## src/rtl/hazard_ctrl_if.sv

```systemverilog
// ---------------------------------------------------------------------------
// hazard_ctrl_if
//
// Purpose: bundles every signal between the pipeline datapath and the
// hazard_ctrl stall/flush sequencer so the core top level wires them as one
// unit.
//
// Signal summary:
//   Hazard sources (datapath -> sequencer):
//     id_rs1, id_rs2, id_use_rs1, id_use_rs2   ID-stage source operands
//     ex_rd, ex_mem_read                       EX-stage load destination
//     ex_redirect                              EX branch taken / jump
//     ex_mc_op, mc_done                        multi-cycle unit handshake
//     mem_req, mem_ready                       data-memory wait states
//   Pipeline controls (sequencer -> datapath):
//     pc_en, ifid_en, idex_en, exmem_en, memwb_en          load enables
//     ifid_flush, idex_flush, exmem_flush, memwb_flush     bubble inserts
//     mc_start                                             multi-cycle start
//     mc_err                                               sticky MC timeout
//     stall_cycles, flush_events                           perf counters
//
// Modports: master = datapath side, slave = hazard_ctrl.
// ---------------------------------------------------------------------------
interface hazard_ctrl_if #(
    parameter int REG_ADDR_W = 5,
    parameter int CNT_W      = 32
);
    logic [REG_ADDR_W-1:0] id_rs1;
    logic [REG_ADDR_W-1:0] id_rs2;
    logic                  id_use_rs1;
    logic                  id_use_rs2;
    logic [REG_ADDR_W-1:0] ex_rd;
    logic                  ex_mem_read;
    logic                  ex_redirect;
    logic                  ex_mc_op;
    logic                  mc_done;
    logic                  mem_req;
    logic                  mem_ready;

    logic                  pc_en;
    logic                  ifid_en;
    logic                  idex_en;
    logic                  exmem_en;
    logic                  memwb_en;
    logic                  ifid_flush;
    logic                  idex_flush;
    logic                  exmem_flush;
    logic                  memwb_flush;
    logic                  mc_start;
    logic                  mc_err;
    logic [CNT_W-1:0]      stall_cycles;
    logic [CNT_W-1:0]      flush_events;

    modport master (
        output id_rs1, id_rs2, id_use_rs1, id_use_rs2, ex_rd, ex_mem_read,
               ex_redirect, ex_mc_op, mc_done, mem_req, mem_ready,
        input  pc_en, ifid_en, idex_en, exmem_en, memwb_en,
               ifid_flush, idex_flush, exmem_flush, memwb_flush,
               mc_start, mc_err, stall_cycles, flush_events
    );

    modport slave (
        input  id_rs1, id_rs2, id_use_rs1, id_use_rs2, ex_rd, ex_mem_read,
               ex_redirect, ex_mc_op, mc_done, mem_req, mem_ready,
        output pc_en, ifid_en, idex_en, exmem_en, memwb_en,
               ifid_flush, idex_flush, exmem_flush, memwb_flush,
               mc_start, mc_err, stall_cycles, flush_events
    );
endinterface

```

## src/rtl/hazard_ctrl.sv

```systemverilog
// ---------------------------------------------------------------------------
// hazard_ctrl
//
// Purpose: central stall/flush sequencer of the 5-stage pipeline. It is the
// only source of the IF/ID, ID/EX, EX/MEM and MEM/WB register enables and
// flushes and of the PC enable. It resolves load-use hazards, EX redirects,
// multi-cycle EX operations (start/done handshake with timeout) and
// data-memory wait states.
//
// Ports:
//   clk    rising-edge clock
//   reset  asynchronous, active-low reset (0 = in reset)
//   hz     hazard_ctrl_if.slave bundle (hazard sources in, controls out)
//
// Parameters:
//   REG_ADDR_W  register index width
//   MC_TIMEOUT  MC_WAIT cycles before a forced release (>= 2)
//   CNT_W       performance counter width
//
// Optional feature macro: HAZARD_PERF_CNT_EN
//   defined   -> stall_cycles / flush_events are saturating counters
//   undefined -> both counters read as constant 0, no counter flops
// ---------------------------------------------------------------------------
module hazard_ctrl #(
    parameter int REG_ADDR_W = 5,
    parameter int MC_TIMEOUT = 64,
    parameter int CNT_W      = 32
) (
    input logic          clk,
    input logic          reset,
    hazard_ctrl_if.slave hz
);
    localparam int            TW      = $clog2(MC_TIMEOUT);
    localparam logic [TW-1:0] MC_LAST = TW'(MC_TIMEOUT - 1);

    typedef enum logic [1:0] {
        RUN,
        MC_WAIT,
        MEM_WAIT
    } state_t;

    state_t                state_q, state_d;
    logic [TW-1:0]         mcCnt_q, mcCnt_d;
    logic                  mcErr_q, mcErr_d;

    logic                  pcEn, ifidEn, idexEn, exmemEn, memwbEn;
    logic                  ifidFlush, idexFlush, exmemFlush, memwbFlush;
    logic                  mcStart;
    logic                  loadUse, memStall, mcRelease;
    logic [REG_ADDR_W-1:0] exRd;

    assign exRd = hz.ex_rd;

    // Load-use: the load in EX writes a register the ID instruction reads.
    // x0 is never a real dependency.
    assign loadUse = hz.ex_mem_read && (exRd != '0) &&
                     ((hz.id_use_rs1 && (hz.id_rs1 == exRd)) ||
                      (hz.id_use_rs2 && (hz.id_rs2 == exRd)));

    // Next-state and control decode. MEM_WAIT shares the RUN rule chain: the
    // only difference is that the memory stall condition no longer needs
    // mem_req, so the release cycle (mem_ready = 1) falls straight through
    // to the lower-priority rules without an extra bubble. In MC_WAIT the
    // release cycle lets everything advance and honours a held redirect
    // but never re-issues the multi-cycle start.
    always_comb begin
        pcEn       = 1'b1;
        ifidEn     = 1'b1;
        idexEn     = 1'b1;
        exmemEn    = 1'b1;
        memwbEn    = 1'b1;
        ifidFlush  = 1'b0;
        idexFlush  = 1'b0;
        exmemFlush = 1'b0;
        memwbFlush = 1'b0;
        mcStart    = 1'b0;
        state_d    = state_q;
        mcCnt_d    = mcCnt_q;
        mcErr_d    = mcErr_q;
        memStall   = 1'b0;
        mcRelease  = 1'b0;

        case (state_q)
            MC_WAIT: begin
                mcRelease = hz.mc_done || (mcCnt_q == MC_LAST);
                if (mcRelease) begin
                    if (hz.ex_redirect) begin
                        ifidFlush = 1'b1;
                        idexFlush = 1'b1;
                    end
                    state_d = RUN;
                    mcCnt_d = '0;
                    if (!hz.mc_done) begin
                        mcErr_d = 1'b1;
                    end
                end else begin
                    pcEn       = 1'b0;
                    ifidEn     = 1'b0;
                    idexEn     = 1'b0;
                    exmemFlush = 1'b1;
                    mcCnt_d    = mcCnt_q + TW'(1);
                end
            end
            default: begin
                if (state_q == MEM_WAIT) begin
                    memStall = !hz.mem_ready;
                end else begin
                    memStall = hz.mem_req && !hz.mem_ready;
                end

                if (memStall) begin
                    pcEn       = 1'b0;
                    ifidEn     = 1'b0;
                    idexEn     = 1'b0;
                    exmemEn    = 1'b0;
                    memwbFlush = 1'b1;
                    state_d    = MEM_WAIT;
                end else if (hz.ex_mc_op) begin
                    mcStart    = 1'b1;
                    pcEn       = 1'b0;
                    ifidEn     = 1'b0;
                    idexEn     = 1'b0;
                    exmemFlush = 1'b1;
                    state_d    = MC_WAIT;
                    mcCnt_d    = '0;
                end else if (hz.ex_redirect) begin
                    ifidFlush = 1'b1;
                    idexFlush = 1'b1;
                    state_d   = RUN;
                end else if (loadUse) begin
                    pcEn      = 1'b0;
                    ifidEn    = 1'b0;
                    idexFlush = 1'b1;
                    state_d   = RUN;
                end else begin
                    state_d = RUN;
                end
            end
        endcase
    end

    // Sequencer state: mode, multi-cycle timeout counter and sticky error.
    always_ff @(posedge clk or negedge reset) begin
        if (!reset) begin
            state_q <= RUN;
            mcCnt_q <= '0;
            mcErr_q <= 1'b0;
        end else begin
            state_q <= state_d;
            mcCnt_q <= mcCnt_d;
            mcErr_q <= mcErr_d;
        end
    end

    // Controls are forced inactive for as long as reset is held, without
    // waiting for a clock edge.
    assign hz.pc_en       = reset & pcEn;
    assign hz.ifid_en     = reset & ifidEn;
    assign hz.idex_en     = reset & idexEn;
    assign hz.exmem_en    = reset & exmemEn;
    assign hz.memwb_en    = reset & memwbEn;
    assign hz.ifid_flush  = reset & ifidFlush;
    assign hz.idex_flush  = reset & idexFlush;
    assign hz.exmem_flush = reset & exmemFlush;
    assign hz.memwb_flush = reset & memwbFlush;
    assign hz.mc_start    = reset & mcStart;
    assign hz.mc_err      = mcErr_q;

`ifdef HAZARD_PERF_CNT_EN
    logic [CNT_W-1:0] stallCnt_q;
    logic [CNT_W-1:0] flushCnt_q;

    // Saturating perf counters: stalled-PC cycles and redirect flushes.
    always_ff @(posedge clk or negedge reset) begin
        if (!reset) begin
            stallCnt_q <= '0;
            flushCnt_q <= '0;
        end else begin
            if (!pcEn && (stallCnt_q != '1)) begin
                stallCnt_q <= stallCnt_q + CNT_W'(1);
            end
            if (ifidFlush && (flushCnt_q != '1)) begin
                flushCnt_q <= flushCnt_q + CNT_W'(1);
            end
        end
    end

    assign hz.stall_cycles = stallCnt_q;
    assign hz.flush_events = flushCnt_q;
`else
    assign hz.stall_cycles = {CNT_W{1'b0}};
    assign hz.flush_events = {CNT_W{1'b0}};
`endif

endmodule

```

## src/flat_wrapper.sv

```systemverilog
// flat-port wrapper written by rule: the top's interface ports become plain ports
module hazard_ctrl_flat 
#(
    parameter int REG_ADDR_W = 5,
    parameter int MC_TIMEOUT = 64,
    parameter int CNT_W      = 32
)
  (clk, reset, hz_id_rs1, hz_id_rs2, hz_id_use_rs1, hz_id_use_rs2, hz_ex_rd, hz_ex_mem_read, hz_ex_redirect, hz_ex_mc_op, hz_mc_done, hz_mem_req, hz_mem_ready, hz_pc_en, hz_ifid_en, hz_idex_en, hz_exmem_en, hz_memwb_en, hz_ifid_flush, hz_idex_flush, hz_exmem_flush, hz_memwb_flush, hz_mc_start, hz_mc_err, hz_stall_cycles, hz_flush_events);
  hazard_ctrl_if #(.REG_ADDR_W(REG_ADDR_W), .CNT_W(CNT_W)) hz_i ();
  input logic clk;
  input logic reset;
  input wire logic [$bits(hz_i.id_rs1)-1:0] hz_id_rs1;
  input wire logic [$bits(hz_i.id_rs2)-1:0] hz_id_rs2;
  input wire logic [$bits(hz_i.id_use_rs1)-1:0] hz_id_use_rs1;
  input wire logic [$bits(hz_i.id_use_rs2)-1:0] hz_id_use_rs2;
  input wire logic [$bits(hz_i.ex_rd)-1:0] hz_ex_rd;
  input wire logic [$bits(hz_i.ex_mem_read)-1:0] hz_ex_mem_read;
  input wire logic [$bits(hz_i.ex_redirect)-1:0] hz_ex_redirect;
  input wire logic [$bits(hz_i.ex_mc_op)-1:0] hz_ex_mc_op;
  input wire logic [$bits(hz_i.mc_done)-1:0] hz_mc_done;
  input wire logic [$bits(hz_i.mem_req)-1:0] hz_mem_req;
  input wire logic [$bits(hz_i.mem_ready)-1:0] hz_mem_ready;
  output wire logic [$bits(hz_i.pc_en)-1:0] hz_pc_en;
  output wire logic [$bits(hz_i.ifid_en)-1:0] hz_ifid_en;
  output wire logic [$bits(hz_i.idex_en)-1:0] hz_idex_en;
  output wire logic [$bits(hz_i.exmem_en)-1:0] hz_exmem_en;
  output wire logic [$bits(hz_i.memwb_en)-1:0] hz_memwb_en;
  output wire logic [$bits(hz_i.ifid_flush)-1:0] hz_ifid_flush;
  output wire logic [$bits(hz_i.idex_flush)-1:0] hz_idex_flush;
  output wire logic [$bits(hz_i.exmem_flush)-1:0] hz_exmem_flush;
  output wire logic [$bits(hz_i.memwb_flush)-1:0] hz_memwb_flush;
  output wire logic [$bits(hz_i.mc_start)-1:0] hz_mc_start;
  output wire logic [$bits(hz_i.mc_err)-1:0] hz_mc_err;
  output wire logic [$bits(hz_i.stall_cycles)-1:0] hz_stall_cycles;
  output wire logic [$bits(hz_i.flush_events)-1:0] hz_flush_events;
  assign hz_i.id_rs1 = hz_id_rs1;
  assign hz_i.id_rs2 = hz_id_rs2;
  assign hz_i.id_use_rs1 = hz_id_use_rs1;
  assign hz_i.id_use_rs2 = hz_id_use_rs2;
  assign hz_i.ex_rd = hz_ex_rd;
  assign hz_i.ex_mem_read = hz_ex_mem_read;
  assign hz_i.ex_redirect = hz_ex_redirect;
  assign hz_i.ex_mc_op = hz_ex_mc_op;
  assign hz_i.mc_done = hz_mc_done;
  assign hz_i.mem_req = hz_mem_req;
  assign hz_i.mem_ready = hz_mem_ready;
  assign hz_pc_en = hz_i.pc_en;
  assign hz_ifid_en = hz_i.ifid_en;
  assign hz_idex_en = hz_i.idex_en;
  assign hz_exmem_en = hz_i.exmem_en;
  assign hz_memwb_en = hz_i.memwb_en;
  assign hz_ifid_flush = hz_i.ifid_flush;
  assign hz_idex_flush = hz_i.idex_flush;
  assign hz_exmem_flush = hz_i.exmem_flush;
  assign hz_memwb_flush = hz_i.memwb_flush;
  assign hz_mc_start = hz_i.mc_start;
  assign hz_mc_err = hz_i.mc_err;
  assign hz_stall_cycles = hz_i.stall_cycles;
  assign hz_flush_events = hz_i.flush_events;
  hazard_ctrl #(.REG_ADDR_W(REG_ADDR_W), .MC_TIMEOUT(MC_TIMEOUT), .CNT_W(CNT_W)) u_core (.clk(clk), .reset(reset), .hz(hz_i));
endmodule
```

## config.mk

```make
export PLATFORM = sky130hd
export DESIGN_NAME = hazard_ctrl_flat
export DESIGN_NICKNAME = d
export VERILOG_FILES = /design/src/rtl/hazard_ctrl_if.sv /design/src/rtl/hazard_ctrl.sv /design/src/flat_wrapper.sv
export SDC_FILE = /design/constraint.sdc
export NUM_CORES = 1
export LEC_CHECK = 0
export BUFFER_PORTS_ARGS = -buffer_cell sky130_fd_sc_hd__buf_2
export CAP_MARGIN = 20
export CORE_UTILIZATION = 35
export DETAILED_ROUTE_END_ITERATION = 8
export GPL_TIMING_DRIVEN = 0
export PLACE_DENSITY_LB_ADDON = 0.25
export SYNTH_ARGS = -nofsm -noshare
export SYNTH_HDL_FRONTEND = slang
export SYNTH_SLANG_ARGS = --single-unit
```

## constraint.sdc

```tcl
create_clock -name clk -period 4.4 [get_ports clk]
set_input_delay 0.66 -clock clk [delete_from_list [all_inputs] [get_ports clk]]
set_output_delay 0.66 -clock clk [all_outputs]
set_load 0.005 [all_outputs]
```

==> impl_metrics.json, run 1 <==
{
  "status": "finished clean",
  "cts_resized": 0,
  "grt.met2_usage": 0.1648,
  "required_ns": 3.74,
  "fin_crit_ns": 2.628,
  "p_total_uw": 300.6,
  "cp-end-kind": "output pin",
  "cts_buffer_depth": 2,
  "routed_wl_um": 2114,
  "clk-insertion-delay-late_ns": 0.26,
  "switchingPower_uw": 97.20,
  "power.share.sequential": 0.328,
  "num_vias": 1004,
  "place_hpwl_um": 1895,
  "antenna_found_initial": 0,
  "pre_cts_slack_ns": 1.767,
  "synthXorXnorAreaFrac": 0.08105,
  "final-setup-viol-count": 0,
  "power_frac_comb": 0.464,
  "synthCells": 145,
  "yosysSeqAreaShare": 0.1895,
  "setup.worst_path.start_class": "input pin",
  "initial_core_util": 0.3800,
  "intPower_uw": 203.4,
  "switching_share": 0.3234,
  "synth_top_family_by_area": "buffers and inverters",
  "core_um2": 3128,
  "synth_compound_area_frac": 0.1274,
  "yosys.area.top_type_share": 0.4168,
  "synth_largest_area_cell": "buf_4",
  "ys.flop_type": "dfrtp_1",
  "io_buffer_count": 35,
  "fin_crit_sh": 0.5972,
  "met3_usage": 0.03463,
  "grt_pass1_wl_um": 2987,
  "gr-usage-met1": 0.1533,
  "remaining_drc_errors": 0,
  "wl_per_cell_um": 7.265,
  "ys_warn_count": 0,
  "cap_violations": 0,
  "die_h_um": 60.28,
  "hold_violations": 0,
  "cp_common_cell": "buf_2",
  "yosys_register_bits": 9,
  "synthTopCellsByCount": "buf_4 (66), xnor2_1 (11), dfrtp_1 (9), nor2_1 (7)",
  "synth.area.mux_share": 0.008421,
  "syn_area_um2": 1189,
  "worst_slew_pin_slew_ns": 0.5000,
  "async_flop_share": 1.000,
  "synthTopCellsByArea": "buf_4 (42%), dfrtp_1 (19%), xnor2_1 (8.1%)",
  "place_congestion": 0.7831,
  "p_leak_nw": 1.037,
  "max_stage_delay_ns": 0.37,
  "die_area_um2": 3633,
  "h-tree-depth": 1,
  "max_freq_mhz": 380.6,
  "final_nets": 274,
  "post_synth_fa_ha_maj_area_fraction": 0.01053,
  "syn_area_per_cell_um2": 8.198,
  "die_x_um": 60.28,
  "crit_chain": "buf_2 -> or3_1 -> o311a_1 -> and4_1 -> a22o_1 -> buf_2",
  "first_pass_iters": 4,
  "cts.sinks": 9,
  "ctsHoldBuffers": 0,
  "path_clk_slew_ns": 0.06,
  "crit_type": "in -> out",
  "clockRootBuffer": "clkbuf_4",
  "power_frac_clock": 0.208,
  "busiest_layer": "met2",
  "relSlewSlack": 0.6631,
  "numCtsBuffers": 3,
  "arrival_ns": 1.97,
  "path_max_fanout": 3,
  "r2r_cells": 5,
  "n_antenna_cell": 0,
  "drive_gt1_frac": 0.4372,
  "fin_setup_tns_ns": 0,
  "worst_path_max_delay_cell": "or3_1",
  "hp-class": "in -> async",
  "ios": 100,
  "post_cts_buffers": 0,
  "synth-edff-count": 0,
  "power.density_nw_per_um2": 178.7,
  "fin_ws_ns": 1.772,
  "ys_types": 33,
  "grt_overflow": 0,
  "maxSlewViolCount": 0,
  "ant_nets": 0,
  "synthMostInstantiatedCell": "buf_4",
  "rows": 20,
  "areaGrowthSynthToFinish_pct": 41.47,
  "grt_usage": 0.1110,
  "rsz0062_at_grt": "false",
  "drt-initial-drc-count": 11,
  "grt_pass1_vias": 716,
  "ir_worst_vdd_mv": 0.1307,
  "grt_max_degree": 15,
  "cts_tree": "done",
  "yosys.area_share.simple": 0.1442,
  "vias_per_cell": 3.450,
  "skew_ns": 0.002994
}
==> per-stage QoR <==
step / utilization / hold WS [ns] / area [um2] / cells
2_1_floorplan: - / 0.3644 / 1425 / 208
3_3_place_gp: 0.5292 / 0.4521 / 1655 / 287
3_5_place_dp: 0.5292 / 0.4569 / 1655 / 287
4_1_cts: 0.5376 / 0.2663 / 1682 / 291
5_1_grt: 0.5376 / 0.2731 / 1682 / 291
6_report: 0.5376 / 0.2628 / 1682 / 291
==> worst paths after layout <==
kind,start,endpoint,slack [ns]
setup / recovery,hz_ex_rd[0],hz_idex_flush,1.77
hold / removal,reset,u_core.mcCnt_q[2],0.26
setup reg to reg,u_core.mcCnt_q[0],u_core.mcCnt_q[5],2.88
hold reg to reg,u_core.hz.mc_err,u_core.hz.mc_err,0.47
max in group asynchronous,reset,u_core.state_q[1],3.93
min in group clk,u_core.hz.mc_err,u_core.hz.mc_err,0.47
==> worst max-delay path: cells and delay by family <==
| kind | cells | cell delay [ns] |
|---|---|---|
| AOI/OAI and AO/OA | 2 | 0.50 |
| and+or+nand+nor | 2 | 0.57 |
| buffers and inverters | 2 | 0.24 |
==> layout by cell type (no fill, tap or decap), types with 2 or more instances in the layout <==
cell,synthesis,layout
o21ai_0,5,5
conb_1,1,64
xnor2_1,11,11
inv_1,5,5
nor2_1,7,7
a21oi_1,3,3
and2_1,3,3
nand2_1,4,4
nand4_1,3,3
o311a_1,2,2
nand3_1,3,3
buf_4,66,66
buf_2,0,35
clkbuf_4,0,3
dfrtp_1,9,9
a22o_1,4,4
==> layout make-up <==
cell class / count / area, um2
clock buffers: 4 / 26.28
well taps: 44 / 55.05
plain buffers: 66 / 495.5
multi-input cells: 127 / 681.9
fillers: 314 / 1446
inverters: 6 / 22.52
flip-flops and latches: 9 / 225.2
repair buffers: 35 / 175.2
==> power by group through the flow <==
| stage | Clock (mW) | Sequential [mW] | Combinational [mW] |
|---|---|---|---|
| 3_3_place_gp | 0 | 0.100 | 0.137 |
| 4_1_cts | 0.0656 | 0.0985 | 0.138 |
| 3_5_place_dp | 0 | 0.100 | 0.138 |
| 6_report | 0.0624 | 0.0987 | 0.139 |
| 2_1_floorplan | 0 | 0.0977 | 0.106 |
| 5_1_grt | 0.0702 | 0.100 | 0.159 |
==> cells by family after synthesis <==
kind of cell	count (synthesis)
simple gates	30
xor+xnor	11
mux	1
other cells	1
fa+ha+maj	1
buf+inv	72
compound gates	20
flops	9
==> registers in the layout, indices dropped and copies added, names as in the netlist <==
name              count
u_core.mcCnt_q        6
u_core.state_q        2
u_core.hz.mc_err      1
==> per-layer routing <==
layer | vias to the layer above | wire length (um)
met2 | 52 | 1003
li1 | 561 | -
met5 | - | 0
met4 | 0 | 24
met3 | 2 | 206
met1 | 389 | 879
Power figures use the tool's default switching activity.
==> run 2, diff against run 1 <==
==> constraint.sdc (replaced) <==
create_clock -name clk -period 2.1 [get_ports clk]
set_input_delay 0.315 -clock clk [delete_from_list [all_inputs] [get_ports clk]]
set_output_delay 0.315 -clock clk [all_outputs]
set_load 0.005 [all_outputs]
==> impl_metrics.json, run 2 (synthesis gave the netlist of run 1 again) <==
{
  "core_um2": 3128,
  "arrival_ns": 1.77,
  "io_buffer_count": 35,
  "die_x_um": 60.28,
  "register_area_um2": 225.2,
  "p_leak_nw": 1.082,
  "path_clk_slew_ns": 0.06,
  "worst_slew_pin_slew_ns": 0.5166,
  "final-setup-viol-count": 0,
  "required_ns": 1.78,
  "num_vias": 1045,
  "numCtsBuffers": 3,
  "remaining_drc_errors": 0,
  "routed_wl_um": 2371,
  "final_nets": 284,
  "power.density_nw_per_um2": 383.5,
  "relSlewSlack": 0.6520,
  "grt.met2_usage": 0.1852,
  "cts_tree": "done",
  "clk-insertion-delay-late_ns": 0.26,
  "met3_usage": 0.03463,
  "power_frac_clock": 0.193,
  "max_freq_mhz": 480.2,
  "setup.worst_path.start_class": "flip-flop",
  "hp-class": "in -> reg",
  "switchingPower_uw": 222.6,
  "grt_usage": 0.1226,
  "final_core_util": 0.5708,
  "pre_cts_slack_ns": 0.1355,
  "cts.sinks": 9,
  "areaGrowthSynthToFinish_pct": 50.21,
  "drive_gt1_frac": 0.4747,
  "initial_core_util": 0.3800,
  "cts_buffer_depth": 2,
  "largest_reg_flops": 6,
  "die_h_um": 60.28,
  "die_area_um2": 3633,
  "multiInputGateArea_um2": 708.2,
  "ir_worst_vdd_mv": 0.2288,
  "gr-usage-met1": 0.1704,
  "wl_per_cell_um": 7.877,
  "rows": 20,
  "maxSlewViolCount": 0,
  "stdcell_area_um2": 1785,
  "rsz0062_at_grt": "true",
  "clockRootBuffer": "clkbuf_4",
  "largest-register": "u_core.mcCnt_q",
  "drt-initial-drc-count": 22,
  "place_hpwl_um": 1895,
  "fillers": 300,
  "final_common_cell": "buf_4",
  "vias_per_cell": 3.472,
  "path_max_fanout": 4,
  "power_frac_comb": 0.519,
  "grt_pass1_vias": 766,
  "intPower_uw": 462.2,
  "stdcell_count": 301,
  "skew_ns": 0.0005517,
  "placed_cells": 287,
  "h-tree-depth": 1,
  "busiest_layer": "met2",
  "crit_type": "reg -> out",
  "grt_overflow": 0,
  "antenna_found_initial": 0,
  "cap_violations": 0,
  "cp-end-kind": "output pin",
  "ios": 100,
  "post_dp_cell_area_um2": 1655,
  "status": "finished clean",
  "first_pass_iters": 4,
  "fin_ws_ns": 0.01744,
  "power.share.sequential": 0.288,
  "switching_share": 0.3251,
  "fin_crit_ns": 2.083,
  "ant_nets": 0,
  "fin_crit_sh": 0.9917,
  "place_congestion": 0.7831,
  "hold_violations": 0,
  "grt_max_degree": 10,
  "n_antenna_cell": 0,
  "grt_pass1_wl_um": 3305,
  "fin_hold_ws_ns": 0.3175,
  "layout_common_cells": "buf_4 (75), conb_1 (64), buf_2 (35)"
}
==> run 2: cell types whose count changed in the layout (fill, tap and decap cells not counted), sizes merged <==
cell         change
buf              +9
dlygate4sd3      +1
==> run 2: final timing paths <==
check / from / endpoint / slack [ns] / cells after the start
min reg2reg: u_core.hz.mc_err / u_core.hz.mc_err / 0.47 / 1
max reg2reg: u_core.state_q[1] / u_core.mcCnt_q[5] / 0.47 / 6
min: hz_mem_ready / u_core.state_q[1] / 0.32 / 2
min in group asynchronous: reset / u_core.mcCnt_q[4] / 0.61 / 2
max in group asynchronous: reset / u_core.state_q[1] / 1.19 / 2
max: u_core.state_q[1] / hz_idex_flush / 0.02 / 6
==> run 2: layout make-up <==
type | instances | area share
Buffer | 66 | 0.2775
Clock buffer | 4 | 0.01472
Inverter | 6 | 0.01261
Multi-Input combinational cell | 127 | 0.3966
Sequential cell | 9 | 0.1261
Tap cell | 44 | 0.03083
Timing Repair Buffer | 45 | 0.1416
==> run 2: what timing repair did <==
action / 4_1_cts / 5_1_grt
endpoints found under the hold margin: 9 / 0
setup endpoints to repair: 4 / 4
pin swaps: 3 / 2
buffers inserted: 6 / 3
hold buffers: 1 / 0
resized for setup: 2 / 4
==> run 2: power groups by stage <==
stage                     registers (mW)  clock network, mW  logic [mW]
after floorplan                    0.205                  0       0.222
after global placement             0.210                  0       0.288
after detailed placement           0.209                  0       0.290
after CTS                          0.196              0.137       0.328
after global routing               0.199              0.153       0.402
final                              0.197              0.132       0.355
==> run 2: routing by layer <==
layer | vias to the layer above | share of wire
met5 | - | 0
met4 | 0 | 0.0080
met3 | 2 | 0.10
met2 | 55 | 0.47
met1 | 408 | 0.42
li1 | 580 | -
==> run 2: critical path, cell delays in order, from the launching register on <==
cell     delay (ns)
dfrtp_1        0.40
or3b_4         0.41
a31o_4         0.24
nand3_4        0.09
inv_2          0.04
a22o_1         0.21
buf_2          0.12
==> run 2: metrics by stage <==
step	power, mW	setup TNS (ns)
3_3_place_gp	0.4974	0
4_1_cts	0.6620	0
3_5_place_dp	0.4995	0
2_1_floorplan	0.4265	0
6_report	0.6848	0
5_1_grt	0.7538	-0.1050
==> run 3, diff against run 2 <==
--- a/config.mk
+++ b/config.mk
@@ -7,6 +7,8 @@
 export LEC_CHECK = 0
 export BUFFER_PORTS_ARGS = -buffer_cell sky130_fd_sc_hd__buf_2
 export CAP_MARGIN = 20
+export CORE_ASPECT_RATIO = 1.25
+export CORE_MARGIN = 2
 export CORE_UTILIZATION = 35
 export DETAILED_ROUTE_END_ITERATION = 8
 export GPL_TIMING_DRIVEN = 0
==> impl_metrics.json, run 3 (synthesis gave the netlist of run 1 again) <==
{
  "final_nets": 284,
  "multiInputGateArea_um2": 711.9,
  "routed_wl_um": 2519,
  "clk-insertion-delay-late_ns": 0.23,
  "post_dp_cell_area_um2": 1647,
  "min_to": "u_core.state_q[1]",
  "fin_crit_ns": 2.102,
  "io_buffer_count": 35,
  "cts.sinks": 9,
  "fillers": 334,
  "path_clk_slew_ns": 0.04,
  "hold_violations": 0,
  "required_ns": 1.78,
  "final_core_util": 0.5586,
  "num_vias": 1057,
  "status": "finished with violations",
  "numCtsBuffers": 3,
  "cts_tree": "done",
  "path_max_fanout": 6,
  "remaining_drc_errors": 0,
  "max_freq_mhz": 475.7,
  "largest-register": "u_core.mcCnt_q",
  "largest_reg_flops": 6,
  "violations": "negative setup slack",
  "crit_chain": "or3b_4 -> a31o_4 -> nand3_4 -> inv_2 -> a22o_1 -> buf_2",
  "grt_pass1_wl_um": 4050,
  "hp-class": "in -> reg",
  "fin_crit_sh": 1.001,
  "place_congestion": 0.8253,
  "power.density_nw_per_um2": 417.4,
  "register_area_um2": 226.5,
  "power_frac_clock": 0.261,
  "grt_max_degree": 10,
  "worst_path_max_delay_cell": "or3b_4",
  "switchingPower_uw": 230.1,
  "ant_nets": 0,
  "final_common_cell": "buf_4",
  "first_pass_iters": 4,
  "core_um2": 3223,
  "grt_pass1_vias": 916,
  "reg2reg_to": "u_core.mcCnt_q[1]",
  "r2r_setup_slack_ns": 0.61,
  "stdcell_area_um2": 1800,
  "power_frac_comb": 0.466,
  "grt_overflow": 0,
  "areaGrowthSynthToFinish_pct": 51.47,
  "crit_type": "reg -> out",
  "die_h_um": 69.16,
  "layout_common_cells": "buf_4 (75), conb_1 (64), buf_2 (35)",
  "fin_hold_ws_ns": 0.3477,
  "clockRootBuffer": "clkbuf_8",
  "r2r_cells": 6,
  "grt_usage": 0.1295,
  "power.share.sequential": 0.273,
  "r2r-start": "u_core.mcCnt_q[0]",
  "p_total_uw": 751.6,
  "pre_cts_slack_ns": 0.1420,
  "arrival_ns": 1.79,
  "vias_per_cell": 3.595,
  "drt-initial-drc-count": 19,
  "final-setup-viol-count": 1,
  "h-tree-depth": 1,
  "wl_per_cell_um": 8.568,
  "n_antenna_cell": 0,
  "p_leak_nw": 1.089,
  "place_hpwl_um": 2056,
  "setup.worst_path.start_class": "flip-flop",
  "die_x_um": 56.13,
  "fin_ws_ns": -0.002088,
  "initial_core_util": 0.3688,
  "switching_share": 0.3062,
  "antenna_found_initial": 0,
  "drive_gt1_frac": 0.4708,
  "ir_worst_vdd_mv": 0.3050,
  "cp-end-kind": "output pin",
  "skew_ns": 0.001146,
  "maxSlewViolCount": 0,
  "cap_violations": 0,
  "rows": 23,
  "die_area_um2": 3881,
  "hp-start": "hz_mem_ready",
  "whs_path_depth": 2,
  "ios": 100,
  "intPower_uw": 521.5,
  "rsz0062_at_grt": "true",
  "max_stage_delay_ns": 0.42,
  "cts_buffer_depth": 2
}
-- run 3: cell types whose count changed in the layout (fill, tap and decap cells not counted) --
cell      before  now
clkbuf_4       3    0
clkbuf_8       0    3
a31oi_2        1    0
a31oi_4        0    1
dfrtp_1        9    8
dfrtp_2        0    1
nand2_1        3    4
nand2_2        1    0
nor2_1         6    7
nor2_2         1    0
-- run 3: per-layer routing --
layer / GRT usage / part of all wire / up-vias
met5: 0 / 0 / -
li1: - / - / 579
met3: 0.03940 / 0.13 / 4
met1: 0.1240 / 0.35 / 405
met4: 0.07143 / 0.024 / 0
met2: 0.2392 / 0.49 / 69
-- run 3: worst max path at each step --
stage,start,endpoint
2_1_floorplan,u_core.mcCnt_q[0],hz_idex_flush
3_3_place_gp,u_core.mcCnt_q[0],hz_idex_flush
3_5_place_dp,hz_ex_rd[0],hz_idex_flush
4_1_cts,u_core.state_q[1],hz_idex_flush
5_1_grt,u_core.state_q[0],hz_idex_flush
6_report,u_core.state_q[0],hz_idex_flush
-- run 3: per-stage QoR --
step                setup TNS [ns]  cells
floorplan                        0    208
detailed placement               0    280
finish                   -0.002088    294
global placement                 0    280
global route              -0.08383    294
CTS                       -0.01989    285
-- run 3: timing repair --
action                                  in CTS  in global routing
gates resized for setup                      3                  3
endpoints found under the setup margin       2                  3
pin swaps                                    1                  3
hold buffers                                 1                  0
setup buffers                                0                  9
hold endpoints to repair                     9                  0
-- run 3: layout make-up --
class | instances | share of cell area
plain buffers | 66 | 0.2752
clock buffers | 4 | 0.02502
inverters | 6 | 0.01251
multi-input cells | 127 | 0.3954
flip-flops and latches | 9 | 0.1258
well taps | 37 | 0.02571
repair buffers | 45 | 0.1404
-- run 3: power groups by stage --
| stage | Sequential, mW | Combinational (mW) | Clock [mW] |
|---|---|---|---|
| CTS | 0.207 | 0.297 | 0.202 |
| global route | 0.207 | 0.388 | 0.214 |
| global placement | 0.209 | 0.290 | 0 |
| finish | 0.206 | 0.350 | 0.196 |
| floorplan | 0.205 | 0.222 | 0 |
| detailed placement | 0.209 | 0.292 | 0 |
-- run 3: critical path, delay by kind of cell (launching register included) --
kind                   cells  cell delay, ns
and+or+nand+nor            2            0.53
buffers and inverters      2            0.16
DFF                        1            0.41
AOI/OAI and AO/OA          2            0.45
